==> src/rtl/branch_predictor_pkg.sv <==
// Shared types for the branch target buffer: counter encoding, entry layout, sizing.
// Latency: n/a (types and a helper function only).
// Backpressure: n/a.
package branch_predictor_pkg;

  localparam int BTB_ENTRIES = 16;
  localparam int BTB_IDX_W   = $clog2(BTB_ENTRIES);
  localparam int BTB_TAG_W   = 30 - BTB_IDX_W;

  typedef logic [31:0] word_t;

  // Two-bit saturating direction counter; the MSB is the taken prediction.
  typedef enum logic [1:0] {
    SNT = 2'b00,
    WNT = 2'b01,
    WT  = 2'b10,
    ST  = 2'b11
  } bp_ctr_t;

  // Entry layout for the default 16-entry table.
  typedef struct packed {
    logic                 valid;
    logic [BTB_TAG_W-1:0] tag;
    word_t                target;
    bp_ctr_t              ctr;
  } btb_entry_t;

  // Sequential fall-through address, wraps at 32 bits.
  function automatic word_t pc_plus4(input word_t pc);
    return pc + 32'd4;
  endfunction

endpackage

==> src/rtl/branch_predictor_sat_ctr2.sv <==
// Next-state logic for a 2-bit saturating direction counter.
// Latency: purely combinational.
// Backpressure: none.
// Ports: ctr (current state), taken (resolved direction), ctr_next (stepped state).
module branch_predictor_sat_ctr2
  import branch_predictor_pkg::*;
(
  input  bp_ctr_t ctr,
  input  logic    taken,
  output bp_ctr_t ctr_next
);

  always_comb begin
    ctr_next = ctr;
    case (ctr)
      SNT:     ctr_next = taken ? WNT : SNT;
      WNT:     ctr_next = taken ? WT  : SNT;
      WT:      ctr_next = taken ? ST  : WNT;
      ST:      ctr_next = taken ? ST  : WT;
      default: ctr_next = SNT;
    endcase
  end

endmodule

==> src/rtl/branch_predictor.sv <==
// Direct-mapped BTB with 2-bit direction counters plus lookup/mispredict statistics.
// Latency: lookup is combinational off the registered table; updates visible next cycle.
// Backpressure: none; every lookup and update is accepted in the cycle presented.
// Ports: CLK/nRST; lookup_en/lookup_pc -> predict_taken/predict_target;
//        update_en/update_pc/update_taken/update_target/update_mispredict; clear;
//        lookup_count/mispredict_count (saturating statistics).
module branch_predictor
  import branch_predictor_pkg::*;
#(
  parameter int ENTRIES = BTB_ENTRIES
) (
  input  logic        CLK,
  input  logic        nRST,
  input  logic        lookup_en,
  input  logic [31:0] lookup_pc,
  output logic        predict_taken,
  output logic [31:0] predict_target,
  input  logic        update_en,
  input  logic [31:0] update_pc,
  input  logic        update_taken,
  input  logic [31:0] update_target,
  input  logic        update_mispredict,
  input  logic        clear,
  output logic [31:0] lookup_count,
  output logic [31:0] mispredict_count
);

  localparam int IDX_W = $clog2(ENTRIES);
  localparam int TAG_W = 30 - IDX_W;

  logic             valid_q  [ENTRIES];
  logic [TAG_W-1:0] tag_q    [ENTRIES];
  word_t            target_q [ENTRIES];
  bp_ctr_t          ctr_q    [ENTRIES];

  logic [IDX_W-1:0] lk_idx, up_idx;
  logic [TAG_W-1:0] lk_tag, up_tag;
  logic             lk_hit, up_hit;
  bp_ctr_t          ctr_next;

  // Byte offset bits never participate in indexing or tagging.
  logic unused_pc_lsbs;
  assign unused_pc_lsbs = ^{lookup_pc[1:0], update_pc[1:0]};

  assign lk_idx = lookup_pc[IDX_W+1:2];
  assign lk_tag = lookup_pc[31:IDX_W+2];
  assign up_idx = update_pc[IDX_W+1:2];
  assign up_tag = update_pc[31:IDX_W+2];

  // Lookup reads the table as registered: a same-cycle update is not bypassed.
  assign lk_hit         = valid_q[lk_idx] && (tag_q[lk_idx] == lk_tag);
  assign predict_taken  = lk_hit && ctr_q[lk_idx][1];
  assign predict_target = predict_taken ? target_q[lk_idx] : pc_plus4(lookup_pc);

  assign up_hit = valid_q[up_idx] && (tag_q[up_idx] == up_tag);

  branch_predictor_sat_ctr2 u_sat_ctr2 (
    .ctr      (ctr_q[up_idx]),
    .taken    (update_taken),
    .ctr_next (ctr_next)
  );

  always_ff @(posedge CLK or negedge nRST) begin
    if (!nRST) begin
      for (int i = 0; i < ENTRIES; i++) begin
        valid_q[i]  <= 1'b0;
        tag_q[i]    <= '0;
        target_q[i] <= '0;
        ctr_q[i]    <= SNT;
      end
    end else if (clear) begin
      // Only valid is dropped; stale tag/target/ctr are harmless once invalid.
      for (int i = 0; i < ENTRIES; i++) begin
        valid_q[i] <= 1'b0;
      end
    end else if (update_en) begin
      if (up_hit) begin
        ctr_q[up_idx] <= ctr_next;
        if (update_taken) begin
          target_q[up_idx] <= update_target;
        end
      end else if (update_taken) begin
        // Taken miss evicts whatever occupies the slot and starts weakly taken.
        valid_q[up_idx]  <= 1'b1;
        tag_q[up_idx]    <= up_tag;
        target_q[up_idx] <= update_target;
        ctr_q[up_idx]    <= WT;
      end
    end
  end

  // Statistics saturate instead of wrapping so long perf runs stay monotonic.
  always_ff @(posedge CLK or negedge nRST) begin
    if (!nRST) begin
      lookup_count     <= '0;
      mispredict_count <= '0;
    end else begin
      if (lookup_en && (lookup_count != 32'hFFFF_FFFF)) begin
        lookup_count <= lookup_count + 32'd1;
      end
      if (update_en && update_mispredict && (mispredict_count != 32'hFFFF_FFFF)) begin
        mispredict_count <= mispredict_count + 32'd1;
      end
    end
  end

endmodule

==> config.mk <==
export PLATFORM = sky130hd
export DESIGN_NAME = branch_predictor
export DESIGN_NICKNAME = d
export VERILOG_FILES = /design/src/rtl/branch_predictor_pkg.sv /design/src/rtl/branch_predictor_sat_ctr2.sv /design/src/rtl/branch_predictor.sv
export SDC_FILE = /design/constraint.sdc
export NUM_CORES = 2
export LEC_CHECK = 0
export BUFFER_PORTS_ARGS = -buffer_cell sky130_fd_sc_hd__buf_2
export CORE_MARGIN = 4
export CORE_UTILIZATION = 50
export DETAILED_ROUTE_END_ITERATION = 10
export GPL_TIMING_DRIVEN = 0
export PLACE_DENSITY = 0.75
export SYNTH_ARGS = -nofsm -noshare
export SYNTH_HDL_FRONTEND = slang
export SYNTH_HIERARCHICAL = 1
export SYNTH_SLANG_ARGS = --single-unit
==> constraint.sdc <==
create_clock -name CLK -period 6.9 [get_ports CLK]
set_input_delay 1.38 -clock CLK [delete_from_list [all_inputs] [get_ports CLK]]
set_output_delay 1.38 -clock CLK [all_outputs]
set_load 0.01 [all_outputs]
# Word level (Yosys, flattened, before mapping)
# Cells that the tools add are included.
# word_totals
ff_bits,1040
# op_classes
n_bitwise,8
order_cmp,3
add_sub_neg,3
n_reduce_logical,15
n_eq_ne,8
n_mux,44
# ops
cell,n
$bwmux W512,1
$bwmux W416,1
$bmux W26 S4,2
$mux W32,6
$mux W26,5
$bmux W32 S4,1
$demux W32 S4,1
$demux W26 S4,1
$add A32 B1 Y32 const B,2
$mux W16,4
$ne A32 B32 Y1 const B,2
$eq A26 B26 Y1,2
$add A32 B3 Y32 const B,1
$bwmux W32,1
$or A16 B16 Y16,2
$and A16 B16 Y16,1
$bmux W2 S4,2
$not A16 Y16,1
$mux W2,7
$ge A5 B5 Y1 const B,2
$not A4 Y5,2
$reduce_and A3 Y1,3
$bmux W1 S4,2
$demux W2 S4,1
12 further kinds,28

# Longest topological paths before layout
# logic_depth
depth_word,10
depth_mapped,17
ltp_nobuf,10

# By module
# Netlist, hierarchy kept.
# by_module_without_submodules
mod,instances,seq_area_each_um2,cells_per_inst,area_each_um2
branch_predictor,1,26025.0,3607,52754.3
branch_predictor_sat_ctr2,1,0.0,3,26.3

# Least setup slack after synthesis
# Ideal clock, no wire load.
# synth_timing
path_type,in2out
from,in lookup_pc[3]
to,out predict_target[22]
t_arrival_ns,4.545
cell_stages,11
t_required_ns,5.520
slack_ns,0.975
path_cell_list,buf_2 buf_4 buf_2 buf_1 mux4_2 mux4_2 xnor2_1 o2111ai_1 nor4_4 buf_6 mux2_1
# synth_between
elab_chain_len,8
# synth_rtl
element,line_no,rtl
"start, declared",branch_predictor.sv:15,"input logic [31:0] lookup_pc,"
$not A4 Y5 (not written as such),"branch_predictor.sv:51, branch_predictor.sv:52, branch_predictor.sv:53",
$bmux W26 S4,branch_predictor.sv:51,assign lk_hit = valid_q[lk_idx] && (tag_q[lk_idx] == lk_tag);
$mux W26 (not written as such) (2 in a row),branch_predictor.sv:51,
$eq A26 B26 Y1,branch_predictor.sv:51,
$logic_and A1 B1 Y1,branch_predictor.sv:51,
$logic_and A1 B1 Y1,branch_predictor.sv:52,assign predict_taken = lk_hit && ctr_q[lk_idx][1];
$mux W32 *,branch_predictor.sv:53,assign predict_target = predict_taken ? target_q[lk_idx] : pc_plus4(lookup_pc);
"end, declared",branch_predictor.sv:17,"output logic [31:0] predict_target,"
# Every way passes the cells marked *; elsewhere a longest branch is shown, timed or not. The select of a mux whose other input is x is not followed.

# Final worst setup path
# layout_timing
from,in lookup_pc[5]
to,out predict_target[30]
# Same word-level chain as after synthesis.

==> metrics <==
status complete, but fails checks; failing checks setup timing; min-delay src mispredict_count[23]$_DFFE_PN0P_; CTS tree built; post-synth top area cell dfrtp_1; most used cell, CP buf_2; FF-to-FF path depth 12; Area contributors post-synth dfrtp_1 (49%), mux4_2 (16%), mux2_2 (11%), mux2_1 (8.6%), mux2i_1 (2.0%); M1 WL ~62,000 µm; clock root cell clkbuf_16; overall power between 0.015 and 0.02 W; Final Max Tran Viols 0; largest family of logic cells by synthesized area multiplexers; Rel. slew slack 0.2058; Post-Synth Simple-Gate Area 0.03639; maximum clock rate 0.1446 GHz; share of layout cells above drive strength 1 0.3608; Core Region approximately 0.10 mm²; WHS Path Cells 1; FILL cells ~8,200; Netlist Area Pre-Place roughly 0.053 mm²; GP Congestion around 1.0; Yosys warnings 6; via count around 35,000; Power Density between 200 and 300 mW/mm²; async set-reset flop share out of synthesis 1.000; worst slew pin tran 1.187 ns; Post-layout nets ~4,000; Worst Path Arrival 5.54 ns; synthesized instance count between 3,000 and 4,000; DR WL met2 around 78,000 µm; worst path cell trace buf_2, clkbuf_4, clkdlybuf4s18_2, mux2i_4, nor2_1, or4b_1, a2111o_1, nor4_4, buf_12, buf_6, mux2_2, buf_2; Remaining Overflow, GRT 0; worst reg2reg endpoint tag_q[22]$_DFFE_PN0P_; fraction of the mapped netlist area in adder cells 0.001138; reg2reg start tag_q[130]$_DFFE_PN0P_; Hold Path Sink mispredict_count[23]$_DFFE_PN0P_; Compound-Gate Fraction of Synth Area 0.03485; Pleak about 27 nW; Die Area ~0.11 mm²; Post-synth EDFFs 0; initial core utilization 0.5064; Period Utilization, post-route 1.002; CP Max Fanout 10; CP required 5.52 ns; Port-buffer cells approximately 170; final hold slack between 0.4 and 0.5 ns; die height ~330 µm; post-synthesis xor/xnor area fraction 0.02190; syn nets approximately 3,700; CTS Hold Bufs 0; initial drt markers between 3,000 and 4,000; CTS clk-pin slew, worst paths ~0.070 ns; mux cell area share after synthesis 0.3769; R2R Setup Slk between 2 and 2.5 ns; first-pass GRT wire length about 250,000 µm; largest net degree at the start of global routing 171; post-DP HPWL 116,200 µm; Syn Area/Cell between 10 and 15 µm²; DR top layer met5; Crit Path Category in2out; row cnt between 100 and 150; distinct cell type count after synthesis roughly 70; total wire length approximately 170,000 µm; Die Width between 300 and 400 µm; min Tclk post-route between 6 and 7 ns; total track usage 0.3023; CTS max path bufs 3; Max Cap Viol 0; max incr delay on CP about 0.66 ns; Routed Antenna Nets 0; initial antenna violation count 14; final hold violations 0; clk_skew between 0.03 and 0.04 ns; maximum vdd drop 246.5 µV; slowest CP cell clkdlybuf4s18_2; Yosys reg bits ~1,000; critical path launch point type input port; share of the synthesized area in the top cell type 0.4931; clk_lat worst skew roughly 0.71 ns; CP Capture Type output pin; Top-Level Pins 200; Met3 Wirelength between 15,000 and 20,000 µm; clk sinks about 1,000; TritonCTS Buffers 110; DRT Pass-1 Iters 6; setup ws final -0.01632 ns; vias in the first global route 36,230; vias per cell between 6 and 7; wire length per cell 31.33 µm; worst hold path type reg2reg; setup violators final 3; sequential fraction of the synthesis area 0.4931; synth-to-layout area growth 13.54%; pre-CTS setup slack -1.348 ns; RSZ-0062 raised after global routing true; H-tree depth 3; Most used DFF post-synth dfrtp_1; drc violations 0
-- power breakdown --
group / leakage [nW] / internal (W) / switching [W] / total, W
clock network: 1.93 / 0.00387 / 0.00258 / 0.00645
logic: 11.7 / 0.00131 / 0.00123 / 0.00254
registers: 13.8 / 0.00686 / 0.000510 / 0.00737
total: 27.5 / 0.0120 / 0.00432 / 0.0164
-- critical path: cells and delay by family --
family | cells | cell delay (ns)
buffers and inverters | 6 | 1.77
AOI/OAI and AO/OA | 1 | 0.47
muxes | 2 | 0.90
and+or+nand+nor | 3 | 0.99
-- flip-flops by register name, summed over array words and instances (netlist names) --
| signal | count |
|---|---|
| valid_q | 16 |
| lookup_count | 32 |
| tag_q | 416 |
| ctr_q | 32 |
| target_q | 512 |
| mispredict_count | 32 |
-- cells in the mapped netlist (26+ instances only) --
| cell | count |
|---|---|
| nand4_1 | 26 |
| clkbuf_1 | 186 |
| a22oi_1 | 27 |
| xor2_1 | 45 |
| and3_1 | 27 |
| nand2_1 | 83 |
| mux4_2 | 369 |
| buf_2 | 38 |
| o21ai_0 | 59 |
| mux2_1 | 405 |
| nand3_1 | 52 |
| inv_1 | 34 |
| buf_4 | 45 |
| dfrtp_1 | 1040 |
| mux2i_1 | 103 |
| nor2_1 | 80 |
| o21ai_1 | 72 |
| xnor2_1 | 87 |
| mux2_2 | 532 |
| buf_6 | 38 |
-- worst max path at each step --
stage                 startpoint                        end  cells past startpoint
detailed placement  lookup_pc[3]          predict_target[2]                     16
floorplan           lookup_pc[3]         predict_target[22]                     11
global placement            nRST  target_q[136]$_DFFE_PN0P_                      1
finish              lookup_pc[5]         predict_target[30]                     12
global route        lookup_pc[5]         predict_target[30]                     15
CTS                 lookup_pc[3]          predict_target[9]                     12
-- cell type report --
type / count / area [µm²] / share of cell area
diodes: 5 / 12.51 / 0.0002088
well taps: 1380 / 1727 / 0.02881
repair buffers: 187 / 1139 / 0.01900
multi-input cells: 2201 / 24990 / 0.4170
flip-flops and latches: 1040 / 26030 / 0.4343
clock inverters: 39 / 619.3 / 0.01033
clock buffers: 164 / 3311 / 0.05524
inverters: 38 / 142.6 / 0.002380
plain buffers: 331 / 1962 / 0.03274
-- per-stage QoR --
step	cells	setup TNS (ns)	cell area [µm²]	util
floorplan	3610	0	52780	-
global placement	5164	-	55380	0.5313
detailed placement	5171	-39.25	55570	0.5332
CTS	5376	0	59790	0.5736
global route	5381	-0.07098	59920	0.5748
finish	5385	-0.03978	59930	0.5749
-- placed cells by master (no fill, tap or decap), drive strengths merged, types with 24 or more instances in the layout --
master  instances
nor2           80
xor2           45
mux4          369
and3           27
buf           322
a22oi          27
dfrtp        1040
nand2          83
mux2          937
inv            39
nand3          52
nand4          26
xnor2          87
a21oi          24
clkbuf        352
o21ai         131
mux2i         103
-- layer usage --
metal / track usage / up-vias
met5: 0 / -
met4: 0.1375 / 10
met3: 0.09637 / 508
met2: 0.4710 / 1955
met1: 0.3895 / 18550
li1: - / 14170
-- repair_timing --
item                       CTS  global route
buffers inserted             2             4
pin swaps                    1             0
gates resized for setup     93            16
setup endpoints to repair   33            33
-- cells by family (layout without fill, tap and decap cells) --
logic type / after synthesis / count (layout)
adder cells (fa/ha/maj): 5 / 5
AND/OR/NAND/NOR: 368 / 368
other: 0 / 5
flip-flops: 1040 / 1040
AO/OA/AOI/OAI: 287 / 287
XOR/XNOR: 132 / 132
buffers and inverters: 369 / 759
multiplexers: 1409 / 1409
No activity file was read; power rests on OpenSTA's default activity.
